$ cat src/rtl/card_deck_if.sv
// ---------------------------------------------------------------------------
// card_deck_if
// Groups the request/deal signals between the blackjack game FSM and the
// dealer-side deck source.
//
// Signals:
//   shuffle     requester -> deck  single-cycle pulse, return all cards
//   draw_req    requester -> deck  single-cycle pulse, request one card
//   card_valid  deck -> requester  single-cycle pulse, card outputs valid
//   card_rank   deck -> requester  1=A, 2..10, 11=J, 12=Q, 13=K
//   card_suit   deck -> requester  0..3
//   card_value  deck -> requester  blackjack value (A=11, J/Q/K=10)
//   cards_left  deck -> requester  cards remaining, 0..52
//   deck_empty  deck -> requester  cards_left == 0
//   low_deck    deck -> requester  cards_left at or below threshold
//   busy        deck -> requester  searching or clearing
//   draw_err    deck -> requester  single-cycle pulse, draw on empty deck
//
// Modports: master = game FSM (requester), slave = card_deck.
// ---------------------------------------------------------------------------
interface card_deck_if;
    logic       shuffle;
    logic       draw_req;
    logic       card_valid;
    logic [3:0] card_rank;
    logic [1:0] card_suit;
    logic [4:0] card_value;
    logic [5:0] cards_left;
    logic       deck_empty;
    logic       low_deck;
    logic       busy;
    logic       draw_err;

    modport master (
        output shuffle, draw_req,
        input  card_valid, card_rank, card_suit, card_value,
        input  cards_left, deck_empty, low_deck, busy, draw_err
    );

    modport slave (
        input  shuffle, draw_req,
        output card_valid, card_rank, card_suit, card_value,
        output cards_left, deck_empty, low_deck, busy, draw_err
    );
endinterface

$ cat src/rtl/card_deck.sv
// ---------------------------------------------------------------------------
// card_deck
// Dealer-side 52-card deck. Tracks dealt cards in a used mask and deals one
// unrepeated card per request. The search start point comes from a
// free-running 16-bit Fibonacci LFSR (taps 16,14,13,11); collisions are
// resolved by linear probing, one slot per cycle, wrapping 51 -> 0.
//
// Ports:
//   clk   system clock
//   rst   asynchronous active-low reset
//   bus   card_deck_if.slave (shuffle/draw_req in, card + status out)
//
// Parameters:
//   LFSR_SEED   LFSR reset value, must be non-zero
//   LOW_THRESH  low_deck asserts when cards_left <= LOW_THRESH
//
// Build option:
//   CARD_DECK_SEQ_EN  when defined, every search starts at index 0 so a
//                     fresh deck deals in ascending order 0..51.
// ---------------------------------------------------------------------------
module card_deck #(
    parameter logic [15:0] LFSR_SEED  = 16'hACE1,
    parameter int          LOW_THRESH = 15
) (
    input  logic        clk,
    input  logic        rst,
    card_deck_if.slave  bus
);

    localparam logic [1:0] ST_IDLE   = 2'd0;
    localparam logic [1:0] ST_SEARCH = 2'd1;
    localparam logic [1:0] ST_OUT    = 2'd2;
    localparam logic [1:0] ST_CLEAR  = 2'd3;

    localparam logic [5:0] LOW_T     = 6'(LOW_THRESH);
    localparam logic [5:0] FULL_DECK = 6'd52;

    logic [1:0]  state;
    logic [15:0] lfsr;
    logic [51:0] used;
    logic [5:0]  ptr;
    logic [5:0]  left_q;
    logic [5:0]  left_dec;
    logic        empty_q;
    logic        low_q;
    logic        err_q;
    logic [3:0]  rank_q;
    logic [1:0]  suit_q;
    logic [4:0]  value_q;
    logic [5:0]  start_ptr;
    logic [1:0]  ptr_suit;
    logic [5:0]  ptr_base;
    logic [3:0]  ptr_rank;
    logic [4:0]  ptr_value;

    // The LFSR runs every cycle regardless of FSM activity so the deal
    // start point depends on when the player asks, not just on how many
    // cards have been dealt.
    always_ff @(posedge clk or negedge rst) begin
        if (!rst) begin
            lfsr <= LFSR_SEED;
        end else begin
            lfsr <= {lfsr[14:0], lfsr[15] ^ lfsr[13] ^ lfsr[12] ^ lfsr[10]};
        end
    end

    // Search start point. The 6-bit LFSR slice covers 0..63, so the
    // 52..63 overflow folds back onto 0..11.
`ifdef CARD_DECK_SEQ_EN
    assign start_ptr = 6'd0;
`else
    assign start_ptr = (lfsr[5:0] >= FULL_DECK) ? (lfsr[5:0] - FULL_DECK) : lfsr[5:0];
`endif

    // Decode the probed index into suit / rank / blackjack value. Suit is
    // found by range compare to avoid a divider.
    always_comb begin
        ptr_suit = 2'd0;
        ptr_base = 6'd0;
        if (ptr >= 6'd39) begin
            ptr_suit = 2'd3;
            ptr_base = 6'd39;
        end else if (ptr >= 6'd26) begin
            ptr_suit = 2'd2;
            ptr_base = 6'd26;
        end else if (ptr >= 6'd13) begin
            ptr_suit = 2'd1;
            ptr_base = 6'd13;
        end
        ptr_rank = 4'(ptr - ptr_base) + 4'd1;
        if (ptr_rank == 4'd1) begin
            ptr_value = 5'd11;
        end else if (ptr_rank > 4'd10) begin
            ptr_value = 5'd10;
        end else begin
            ptr_value = {1'b0, ptr_rank};
        end
    end

    assign left_dec = left_q - 6'd1;

    // Main deal FSM. Status flags are registered together with the count
    // so they change in the same cycle as card_valid.
    always_ff @(posedge clk or negedge rst) begin
        if (!rst) begin
            state   <= ST_IDLE;
            used    <= '0;
            ptr     <= 6'd0;
            left_q  <= FULL_DECK;
            empty_q <= 1'b0;
            low_q   <= 1'b0;
            err_q   <= 1'b0;
            rank_q  <= 4'd0;
            suit_q  <= 2'd0;
            value_q <= 5'd0;
        end else begin
            err_q <= 1'b0;
            case (state)
                ST_IDLE: begin
                    if (bus.shuffle) begin
                        state <= ST_CLEAR;
                    end else if (bus.draw_req) begin
                        if (left_q != 6'd0) begin
                            ptr   <= start_ptr;
                            state <= ST_SEARCH;
                        end else begin
                            err_q <= 1'b1;
                        end
                    end
                end
                ST_SEARCH: begin
                    // A shuffle abandons the search without touching the mask.
                    if (bus.shuffle) begin
                        state <= ST_CLEAR;
                    end else if (!used[ptr]) begin
                        used[ptr] <= 1'b1;
                        left_q    <= left_dec;
                        empty_q   <= (left_dec == 6'd0);
                        low_q     <= (left_dec <= LOW_T);
                        rank_q    <= ptr_rank;
                        suit_q    <= ptr_suit;
                        value_q   <= ptr_value;
                        state     <= ST_OUT;
                    end else begin
                        ptr <= (ptr == 6'd51) ? 6'd0 : (ptr + 6'd1);
                    end
                end
                ST_OUT: begin
                    state <= bus.shuffle ? ST_CLEAR : ST_IDLE;
                end
                ST_CLEAR: begin
                    used    <= '0;
                    left_q  <= FULL_DECK;
                    empty_q <= 1'b0;
                    low_q   <= (FULL_DECK <= LOW_T);
                    state   <= ST_IDLE;
                end
                default: begin
                    state <= ST_IDLE;
                end
            endcase
        end
    end

    assign bus.card_valid = (state == ST_OUT);
    assign bus.busy       = (state == ST_SEARCH) || (state == ST_CLEAR);
    assign bus.card_rank  = rank_q;
    assign bus.card_suit  = suit_q;
    assign bus.card_value = value_q;
    assign bus.cards_left = left_q;
    assign bus.deck_empty = empty_q;
    assign bus.low_deck   = low_q;
    assign bus.draw_err   = err_q;

endmodule
$ cat src/flat_wrapper.sv
// flat-port wrapper written by rule: the top's interface ports become plain ports
module card_deck_flat 
#(
    parameter logic [15:0] LFSR_SEED  = 16'hACE1,
    parameter int          LOW_THRESH = 15
)
  (clk, rst, bus_shuffle, bus_draw_req, bus_card_valid, bus_card_rank, bus_card_suit, bus_card_value, bus_cards_left, bus_deck_empty, bus_low_deck, bus_busy, bus_draw_err);
  card_deck_if bus_i ();
  input  logic clk;
  input  logic rst;
  input wire logic [$bits(bus_i.shuffle)-1:0] bus_shuffle;
  input wire logic [$bits(bus_i.draw_req)-1:0] bus_draw_req;
  output wire logic [$bits(bus_i.card_valid)-1:0] bus_card_valid;
  output wire logic [$bits(bus_i.card_rank)-1:0] bus_card_rank;
  output wire logic [$bits(bus_i.card_suit)-1:0] bus_card_suit;
  output wire logic [$bits(bus_i.card_value)-1:0] bus_card_value;
  output wire logic [$bits(bus_i.cards_left)-1:0] bus_cards_left;
  output wire logic [$bits(bus_i.deck_empty)-1:0] bus_deck_empty;
  output wire logic [$bits(bus_i.low_deck)-1:0] bus_low_deck;
  output wire logic [$bits(bus_i.busy)-1:0] bus_busy;
  output wire logic [$bits(bus_i.draw_err)-1:0] bus_draw_err;
  assign bus_i.shuffle = bus_shuffle;
  assign bus_i.draw_req = bus_draw_req;
  assign bus_card_valid = bus_i.card_valid;
  assign bus_card_rank = bus_i.card_rank;
  assign bus_card_suit = bus_i.card_suit;
  assign bus_card_value = bus_i.card_value;
  assign bus_cards_left = bus_i.cards_left;
  assign bus_deck_empty = bus_i.deck_empty;
  assign bus_low_deck = bus_i.low_deck;
  assign bus_busy = bus_i.busy;
  assign bus_draw_err = bus_i.draw_err;
  card_deck #(.LFSR_SEED(LFSR_SEED), .LOW_THRESH(LOW_THRESH)) u_core (.clk(clk), .rst(rst), .bus(bus_i));
endmodule
$ cat config.mk
export PLATFORM = sky130hd
export DESIGN_NAME = card_deck_flat
export DESIGN_NICKNAME = d
export VERILOG_FILES = /design/src/rtl/card_deck_if.sv /design/src/rtl/card_deck.sv /design/src/flat_wrapper.sv
export SDC_FILE = /design/constraint.sdc
export NUM_CORES = 1
export LEC_CHECK = 0
export BUFFER_PORTS_ARGS = -buffer_cell sky130_fd_sc_hd__buf_2
export CORE_MARGIN = 2
export CORE_UTILIZATION = 55
export CTS_CLUSTER_SIZE = 10
export DETAILED_ROUTE_END_ITERATION = 7
export PLACE_DENSITY = 0.73
export SLEW_MARGIN = 20
export SYNTH_ARGS = -nofsm -noshare
export SYNTH_HDL_FRONTEND = slang
export SYNTH_SLANG_ARGS = --single-unit
$ cat constraint.sdc
create_clock -name clk -period 4.55 [get_ports clk]
set_clock_uncertainty 0.1 [all_clocks]
set_input_delay 0.455 -clock clk [delete_from_list [all_inputs] [get_ports clk]]
set_output_delay 0.455 -clock clk [all_outputs]
set_load 0.02 [all_outputs]
==> flow_metrics.tcl, run 1 <==
set metrics [dict create \
    required_ps 4670 \
    yosysUniqueCellTypes 52 \
    cts_buffer_depth 2 \
    placed_cell_area_mm2 0.004964 \
    finalCritPeriodShare_pct 80.23 \
    clock_latency_ps 360 \
    fin_crit_ps 3651 \
    io_pins 26 \
    max_slew_margin_pct 38.26 \
    drv_cap 0 \
    grt_pass1_vias 3370 \
    cp-end-kind "flip-flop" \
    setup_viol 0 \
    crit_arrival_ps 3780 \
    grt_max_degree 74 \
    rsz0062_at_grt "no" \
    ctsResizeCount 0 \
    drive_gt1_share_pct 15.48 \
    area_growth_syn_to_layout_pct 7.439 \
    fp.dieH_um 97.69 \
    yosys_warnings 0 \
    hold_viol_final 0 \
    p_per_area_mw_per_mm2 540.6 \
    reg2reg_from "u_core.ptr[1]$_DFFE_PN0P_" \
    ys_seq_area_share_pct 49.53 \
    cts_tree "built" \
    antenna_cells 0 \
    die-area_mm2 0.009542 \
    crit_path_start_kind "flip-flop" \
    final.setup.tns_ps 0 \
    ys_ff_latch 95 \
    nFillCells 728 \
    synth_nets 485 \
    fp.coreArea_mm2 0.008636 \
    grt_pass1_wl_um 17090 \
    viasPerCell 5.997 \
    synth_ff_type "dfrtp_1" \
    finalPower_mw 2.804 \
    grt_usage_pct 22.36 \
    netlist_instances 469 \
    dp_hpwl_um 6570 \
    netlist_area_mm2 0.004827 \
    mostFrequentLayoutCells "84 x dfrtp_1, 51 x o21a_1, 42 x nor3_1" \
    final_common_cell "dfrtp_1" \
    max_freq_mhz 273.9 \
    hold_ws_ps 50.98 \
    postLayoutCoreUtil_pct 60.06 \
    cp_slowest_cell "dfrtp_1" \
    drv_slew 0 \
    multiInputGateArea_mm2 0.002197 \
    die_w_um 97.69 \
    routed_wl_um 10150 \
    root_buffer "clkbuf_8" \
    ctsHoldBuffers 0 \
    vias 3514 \
    fin_area_mm2 0.005186 \
    avgSynthCellArea_um2 10.29 \
    status "completed" \
    drc 0 \
    ir_drop_mv 0.3083 \
    antenna_left 0 \
    port_buffers 24 \
    cp_max_fo 20 \
    cp-startpoint "u_core.ptr[1]$_DFFE_PN0P_" \
    cts.sinks 95 \
    gp_congestion 0.8257 \
    criticalPathCategory "flip-flop to flip-flop" \
    clk_pin_slew_ps 90 \
    first_pass_iters 4 \
    hold_class "input pin to async pin" \
    gr-total-overflow 0 \
    async_reset_ff_share_pct 100.0 \
    rows 34 \
    drt_iter0_markers 149 \
    floorplan.initialDensity_pct 55.90 \
    path_cells "inv_1 -> ha_1 -> nand2b_1 -> a31oi_1 -> o21ai_0 -> nor2_1 -> ha_1 -> inv_1 -> fa_1 -> xnor2_1 -> nor3_1 -> a211oi_1 -> o21ai_0" \
    seq_area_mm2 0.002391 \
    power_leakage_nw 2.240 \
    post-cts-setup-buffer-count 0 \
    tightest_slew_ps 926.1 \
    max_stage_delay_ps 800 \
    final_nets 489 \
    wl_per_cell_um 17.32 \
    synth-edff-count 0 \
    antenna_found_initial 0 \
    htree_levels 3 \
    cts_buffers 9 \
]
-- report_power, final --
part / switching (mW) / internal, mW / total [mW] / leakage, nW
combinational: 0.710 / 0.385 / 1.09 / 0.872
clock: 0.289 / 0.326 / 0.615 / 0.110
sequential: 0.141 / 0.954 / 1.09 / 1.26
total: 1.14 / 1.66 / 2.80 / 2.24
-- cell usage after synthesis, drive strengths merged (2+ instances only) --
cell type	instances	share of area (%)
a211oi	5	0.78
or3	3	0.39
nor3	42	4.4
o22ai	7	0.91
mux2i	12	2.5
nand3b	4	0.62
nand3	13	1.3
o21ai	18	1.9
a22oi	2	0.31
nand2	26	2.0
nor2b	6	0.78
buf	17	2.2
o31ai	2	0.31
nor3b	3	0.47
nor2	29	2.3
ha	11	2.9
xnor2	9	1.6
and3	4	0.52
clkbuf	20	1.6
nor4b	2	0.36
dfstp	11	6.0
inv	15	1.2
dfrtp	84	44
or2	3	0.39
a211o	3	0.54
mux2	6	1.4
o21a	51	7.9
nor4	17	2.2
nand2b	8	1.0
o21bai	2	0.31
a21oi	10	1.0
mux4	7	3.3
-- state kept, by name, indices dropped and copies added (netlist names) --
register / count
u_core.bus.draw_err: 1
u_core.ptr: 6
u_core.bus.card_suit: 2
u_core.bus.cards_left: 6
u_core.bus.card_rank: 4
u_core.state: 2
u_core.bus.deck_empty: 1
u_core.used: 52
u_core.lfsr: 16
u_core.bus.low_deck: 1
u_core.bus.card_value: 4
-- area by class of cell --
type,count,area share [%]
Clock inverter,5,1.568
Inverter,16,1.158
Timing Repair Buffer,30,3.474
Sequential cell,95,46.10
Tap cell,108,2.606
Clock buffer,11,2.726
Multi-Input combinational cell,321,42.36
-- critical path: cells and delay by family (launching register included) --
| family | cells | cell delay [ps] |
|---|---|---|
| AO/OA/AOI/OAI | 4 | 670 |
| adder cells (fa/ha/maj) | 3 | 780 |
| XOR/XNOR | 1 | 410 |
| flip-flops | 1 | 800 |
| AND/OR/NAND/NOR | 3 | 380 |
| buffers and inverters | 2 | 370 |
-- routing by layer --
layer / part of all wire [%] / track usage [%] / wire [um] / vias to the layer above
li1: - / - / - / 1682
met1: 45 / 32.06 / 4598 / 1734
met2: 48 / 35.01 / 4903 / 84
met3: 4.5 / 3.309 / 458 / 14
met4: 1.9 / 7.906 / 189 / 0
met5: 0 / 0 / 0 / -
-- final timing paths --
path,end,slack (ps),cells past startpoint
max in group asynchronous,u_core.lfsr[0]$_DFF_PN1_,3320,2
hold reg to reg,u_core.lfsr[7]$_DFF_PN1_,260,0
hold / removal,u_core.lfsr[14]$_DFF_PN0_,50,1
min in group clk,u_core.bus.draw_err$_DFF_PN0_,230,2
setup reg to reg,u_core.bus.card_value[1]$_DFFE_PN0P_,900,13
setup / recovery,u_core.bus.card_value[1]$_DFFE_PN0P_,900,13
-- per-stage QoR --
stage               setup slack [ps]  std cells
finish                         899.4        586
global route                   494.8        586
CTS                            924.2        586
detailed placement             922.4        570
global placement                1068        570
floorplan                       1114        469
-- logic make-up after synthesis --
logic type               after synthesis  synth area share [%]
AO/OA/AOI/OAI                        108                 15.37
adder cells (fa/ha/maj)               12                 3.266
XOR/XNOR                              10                 1.815
flip-flops                            95                 49.53
AND/OR/NAND/NOR                      165                 17.83
multiplexers                          25                 7.154
buffers and inverters                 53                 4.951
other                                  1               0.07769
No activity file was read; power rests on OpenSTA's default activity.
==> run 2, diff against run 1 <==
--- a/config.mk
+++ b/config.mk
@@ -10,7 +10,7 @@
 export CORE_UTILIZATION = 55
 export CTS_CLUSTER_SIZE = 10
 export DETAILED_ROUTE_END_ITERATION = 7
-export PLACE_DENSITY = 0.73
+export PLACE_DENSITY = 0.76
 export SLEW_MARGIN = 20
 export SYNTH_ARGS = -nofsm -noshare
 export SYNTH_HDL_FRONTEND = slang
==> constraint.sdc (replaced) <==
create_clock -name clk -period 3.3 [get_ports clk]
set_clock_uncertainty 0.1 [all_clocks]
set_input_delay 0.33 -clock clk [delete_from_list [all_inputs] [get_ports clk]]
set_output_delay 0.33 -clock clk [all_outputs]
set_load 0.02 [all_outputs]
==> flow_metrics.tcl, run 2 (synthesis gave the netlist of run 1 again) <==
set metrics [dict create \
    setup_viol 0 \
    hold_class "input pin to flip-flop" \
    fin_crit_ps 3092 \
    hold_viol_final 0 \
    cp_slowest_cell "mux4_2" \
    cts_buffer_depth 2 \
    largest_reg_flops 52 \
    io_pins 26 \
    drv_slew 0 \
    drt_iter0_markers 223 \
    cts.sinks 95 \
    tightest_slew_ps 679.6 \
    grt_pass1_vias 3534 \
    criticalPathCategory "flip-flop to flip-flop" \
    multiInputGateArea_mm2 0.002216 \
    fp.coreArea_mm2 0.008636 \
    rows 34 \
    port_buffers 24 \
    clock_latency_ps 370 \
    die-area_mm2 0.009542 \
    ir_drop_mv 0.3214 \
    p_per_area_mw_per_mm2 742.7 \
    max_stage_delay_ps 500 \
    nFillCells 727 \
    placed_cell_area_mm2 0.005070 \
    post-cts-setup-buffer-count 0 \
    final_nets 503 \
    grt_max_degree 56 \
    htree_levels 3 \
    routed_wl_um 10350 \
    final_common_cell "dfrtp_1" \
    drv_cap 0 \
    crit_path_start_kind "flip-flop" \
    grt_pass1_wl_um 17600 \
    power_leakage_nw 2.294 \
    fin_area_mm2 0.005281 \
    vias 3630 \
    cp-end-kind "flip-flop" \
    first_pass_iters 5 \
    cts_tree "built" \
    drive_gt1_share_pct 17.89 \
    seq_area_mm2 0.002391 \
    reg_top3 "u_core.used (52), u_core.lfsr (16)" \
    mostFrequentLayoutCells "84 x dfrtp_1, 51 x o21a_1, 42 x nor3_1" \
    root_buffer "clkbuf_8" \
    wl_per_cell_um 17.25 \
    max_freq_mhz 323.4 \
    die_w_um 97.69 \
    cts_buffers 9 \
    status "completed" \
    gp_congestion 0.8865 \
    dp_slack_ps 197.5 \
    fp.dieH_um 97.69 \
    grt_usage_pct 22.90 \
    antenna_cells 0 \
    critPathBufInv 2 \
    postLayoutCoreUtil_pct 61.16 \
    area_growth_syn_to_layout_pct 9.409 \
    final.setup.tns_ps 0 \
    finalCritPeriodShare_pct 93.69 \
    clk_pin_slew_ps 90 \
    path_cells "buf_4 -> mux4_2 -> mux2_2 -> a22oi_1 -> and3_1 -> nand4_4 -> buf_4 -> nor4_1 -> o21a_1" \
    max_slew_margin_pct 54.69 \
    cp_common_cell "buf_4" \
    regMostFlops "u_core.used" \
    drc 0 \
    crit_arrival_ps 3300 \
    antenna_found_initial 0 \
    required_ps 3510 \
    antenna_left 0 \
    floorplan.initialDensity_pct 55.90 \
    viasPerCell 6.050 \
    cp_max_fo 21 \
    layout_setup_ws_ps 208.2 \
    gr-total-overflow 0 \
    dp_hpwl_um 7075 \
    critPathTopFamily "simple AND/OR/NAND/NOR gates" \
]
## run 2: layout make-up
type | count | area share (%)
timing repair buffer | 44 | 5.449
clock buffer | 11 | 2.488
tap | 108 | 2.559
multi-input combinational | 321 | 41.96
clock inverter | 5 | 1.113
sequential | 95 | 45.27
inverter | 16 | 1.161
## run 2: routing by layer
layer	GRT usage (%)	vias to the layer above	wire length, um
met4	7.265	0	197
met5	0	-	0
met3	5.180	23	706
met2	35.65	136	4957
met1	32.20	1766	4486
li1	-	1705	-
## run 2: through the flow
step | total power [mW] | hold WS [ps] | instances
final | 3.922 | 72.04 | 600
after global routing | 4.174 | 65.81 | 600
after CTS | 3.904 | 61.22 | 600
after detailed placement | 3.135 | 239.2 | 583
after global placement | 3.081 | 238.1 | 582
after floorplan | 2.683 | -65.59 | 469
## run 2: final timing paths
kind | slack (ps) | cells after the start | end | start
worst min-delay path | 70 | 2 | u_core.bus.draw_err$_DFF_PN0_ | bus_shuffle
worst max-delay path | 210 | 9 | u_core.used[17]$_DFFE_PN0P_ | u_core.ptr[0]$_DFFE_PN0P_
worst min register to register | 260 | 0 | u_core.lfsr[9]$_DFF_PN0_ | u_core.lfsr[8]$_DFF_PN0_
worst max register to register | 210 | 9 | u_core.used[17]$_DFFE_PN0P_ | u_core.ptr[0]$_DFFE_PN0P_
min in group asynchronous | 450 | 2 | u_core.lfsr[4]$_DFF_PN0_ | rst
max in group asynchronous | 1960 | 3 | u_core.bus.cards_left[2]$_DFFE_PN1P_ | rst
## run 2: worst reg2reg max path: stages, from the launching register on
cell and delay (ps):
dfrtp_1 470, buf_4 220, mux4_2 500, mux2_2 290
a22oi_1 190, and3_1 330, nand4_4 250, buf_4 290
nor4_1 270, o21a_1 140
## run 2: repair_timing
action	in CTS	in global routing
gates resized for setup	0	1
hold buffers	1	0
endpoints found under the hold margin	46	0
endpoints found under the setup margin	0	1
## run 2: power breakdown
group	switching [mW]	internal [mW]	total (mW)
clock	0.410	0.351	0.761
combinational	1.05	0.626	1.68
sequential	0.167	1.32	1.48
total	1.63	2.29	3.92
==> run 3, diff against run 2 <==
--- a/config.mk
+++ b/config.mk
@@ -7,11 +7,10 @@
 export LEC_CHECK = 0
 export BUFFER_PORTS_ARGS = -buffer_cell sky130_fd_sc_hd__buf_2
 export CORE_MARGIN = 2
-export CORE_UTILIZATION = 55
+export CORE_UTILIZATION = 41
 export CTS_CLUSTER_SIZE = 10
 export DETAILED_ROUTE_END_ITERATION = 7
-export PLACE_DENSITY = 0.76
-export SLEW_MARGIN = 20
+export SLEW_MARGIN = 0
 export SYNTH_ARGS = -nofsm -noshare
 export SYNTH_HDL_FRONTEND = slang
 export SYNTH_SLANG_ARGS = --single-unit
==> constraint.sdc (replaced) <==
create_clock -name clk -period 3.3 [get_ports clk]
set_clock_uncertainty 0.1 [all_clocks]
set_input_delay 0.33 -clock clk [delete_from_list [all_inputs] [get_ports clk]]
set_output_delay 0.33 -clock clk [all_outputs]
set_load 0.01 [all_outputs]
==> flow_metrics.tcl, run 3 (synthesis gave the netlist of run 1 again) <==
set metrics [dict create \
    status "completed" \
    power_leakage_nw 2.343 \
    drv_cap 0 \
    layout.cells.non_filler 635 \
    clk_pin_slew_ps 60 \
    max_freq_mhz 326.8 \
    regMostFlops "u_core.used" \
    cts.sinks 95 \
    dp_hpwl_um 7521 \
    mostFrequentLayoutCells "84 x dfrtp_1, 51 x o21a_1, 42 x nor3_1" \
    routed_wl_um 11070 \
    wl_met2_um 5059 \
    floorplan.initialDensity_pct 42.09 \
    grt_pass1_vias 3576 \
    hold_viol_final 0 \
    rsz0062_at_grt "no" \
    drive_gt1_share_pct 17.68 \
    htree_levels 3 \
    gr-total-overflow 0 \
    root_buffer "clkbuf_16" \
    placed_cell_area_mm2 0.005126 \
    wl_met1_um 5234 \
    clock_latency_ps 350 \
    hold_class "input pin to flip-flop" \
    fin_area_mm2 0.005416 \
    placed_cells 618 \
    grt_max_degree 56 \
    antenna_found_initial 0 \
    crit_path_start_kind "flip-flop" \
    fin_crit_ps 3060 \
    io_pins 26 \
    cts_buffer_depth 2 \
    post-cts-setup-buffer-count 0 \
    cts_buffers 9 \
    first_pass_iters 5 \
    final_nets 503 \
    viasPerCell 5.691 \
    antenna_left 0 \
    largest_reg_flops 52 \
    area_growth_syn_to_layout_pct 12.21 \
    cts_tree "built" \
    met3_wirelength_um 535 \
    antenna_cells 0 \
    fp.dieH_um 112.5 \
    required_ps 3420 \
    tightest_slew_ps 706.3 \
    finalPower_mw 4.039 \
    cp-end-kind "flip-flop" \
    criticalPathCategory "flip-flop to flip-flop" \
    grt_pass1_wl_um 18820 \
    top_layer "met4" \
    port_buffers 24 \
    die_w_um 112.5 \
    reg_top3 "u_core.used (52), u_core.lfsr (16)" \
    cp_max_fo 24 \
    drc 0 \
    grt_usage_pct 18.94 \
    ctsResizeCount 0 \
    p_per_area_mw_per_mm2 745.8 \
    setup_viol 0 \
    final_common_cell "dfrtp_1" \
    finalCritPeriodShare_pct 92.73 \
    final.setup.tns_ps 0 \
    gp_congestion 0.8025 \
    hold_ws_ps 110.7 \
    ir_drop_mv 0.5340 \
    crit_arrival_ps 3180 \
    drt_iter0_markers 394 \
    wl_per_cell_um 17.43 \
    die-area_mm2 0.01266 \
    rows 39 \
    fp.coreArea_mm2 0.01147 \
    drv_slew 0 \
    vias 3614 \
    max_slew_margin_pct 52.92 \
]
==> run 3: timing repair <==
action | 4_1_cts | 5_1_grt
hold buffers | 1 | 0
hold endpoints to repair | 45 | 0
endpoints found under the setup margin | 0 | 1
==> run 3: metrics by stage <==
stage	setup slack, ps	utilization, %
finish	240.0	47.23
global route	14.28	47.23
CTS	192.7	47.23
detailed placement	205.1	44.70
global placement	285.0	44.70
floorplan	41.02	-
==> run 3: layout make-up <==
type / count / area [um^2]
tap: 143 / 178.9
sequential: 95 / 2391
clock buffer: 14 / 264.0
fill: 1077 / 6051
multi-input combinational: 321 / 2205
timing repair buffer: 44 / 300.3
clock inverter: 2 / 16.27
inverter: 16 / 61.31
==> run 3: worst paths after layout <==
| check | cells after the start | to | startpoint | slack [ps] |
|---|---|---|---|---|
| min in group asynchronous | 2 | u_core.lfsr[12]$_DFF_PN0_ | rst | 460 |
| max in group asynchronous | 3 | u_core.lfsr[5]$_DFF_PN1_ | rst | 1830 |
| hold / removal | 2 | u_core.bus.draw_err$_DFF_PN0_ | bus_shuffle | 110 |
| setup / recovery | 13 | u_core.bus.card_value[1]$_DFFE_PN0P_ | u_core.ptr[0]$_DFFE_PN0P_ | 240 |
| setup reg to reg | 13 | u_core.bus.card_value[1]$_DFFE_PN0P_ | u_core.ptr[0]$_DFFE_PN0P_ | 240 |
| hold reg to reg | 0 | u_core.lfsr[10]$_DFF_PN1_ | u_core.lfsr[9]$_DFF_PN0_ | 250 |
==> run 3: worst max-delay path, stage by stage, from the launching register on <==
cell	delay (ps)
dfrtp_1	440
buf_12	200
ha_1	250
a211o_1	300
nand2_1	60
o21ai_0	190
nor2_1	150
ha_1	150
inv_1	50
fa_1	400
xnor2_2	270
nor3_1	90
a211oi_1	200
o21ai_0	90
==> run 3: routing by layer <==
metal	up-vias	GRT usage, %
met2	104	28.39
met4	0	6.911
met5	-	0
met1	1784	26.23
met3	17	5.562
li1	1709	-
==> run 3: where the power goes <==
group	total (mW)	switching [mW]	internal (mW)
clock network	0.984	0.429	0.554
logic	1.58	0.974	0.606
registers	1.48	0.157	1.32
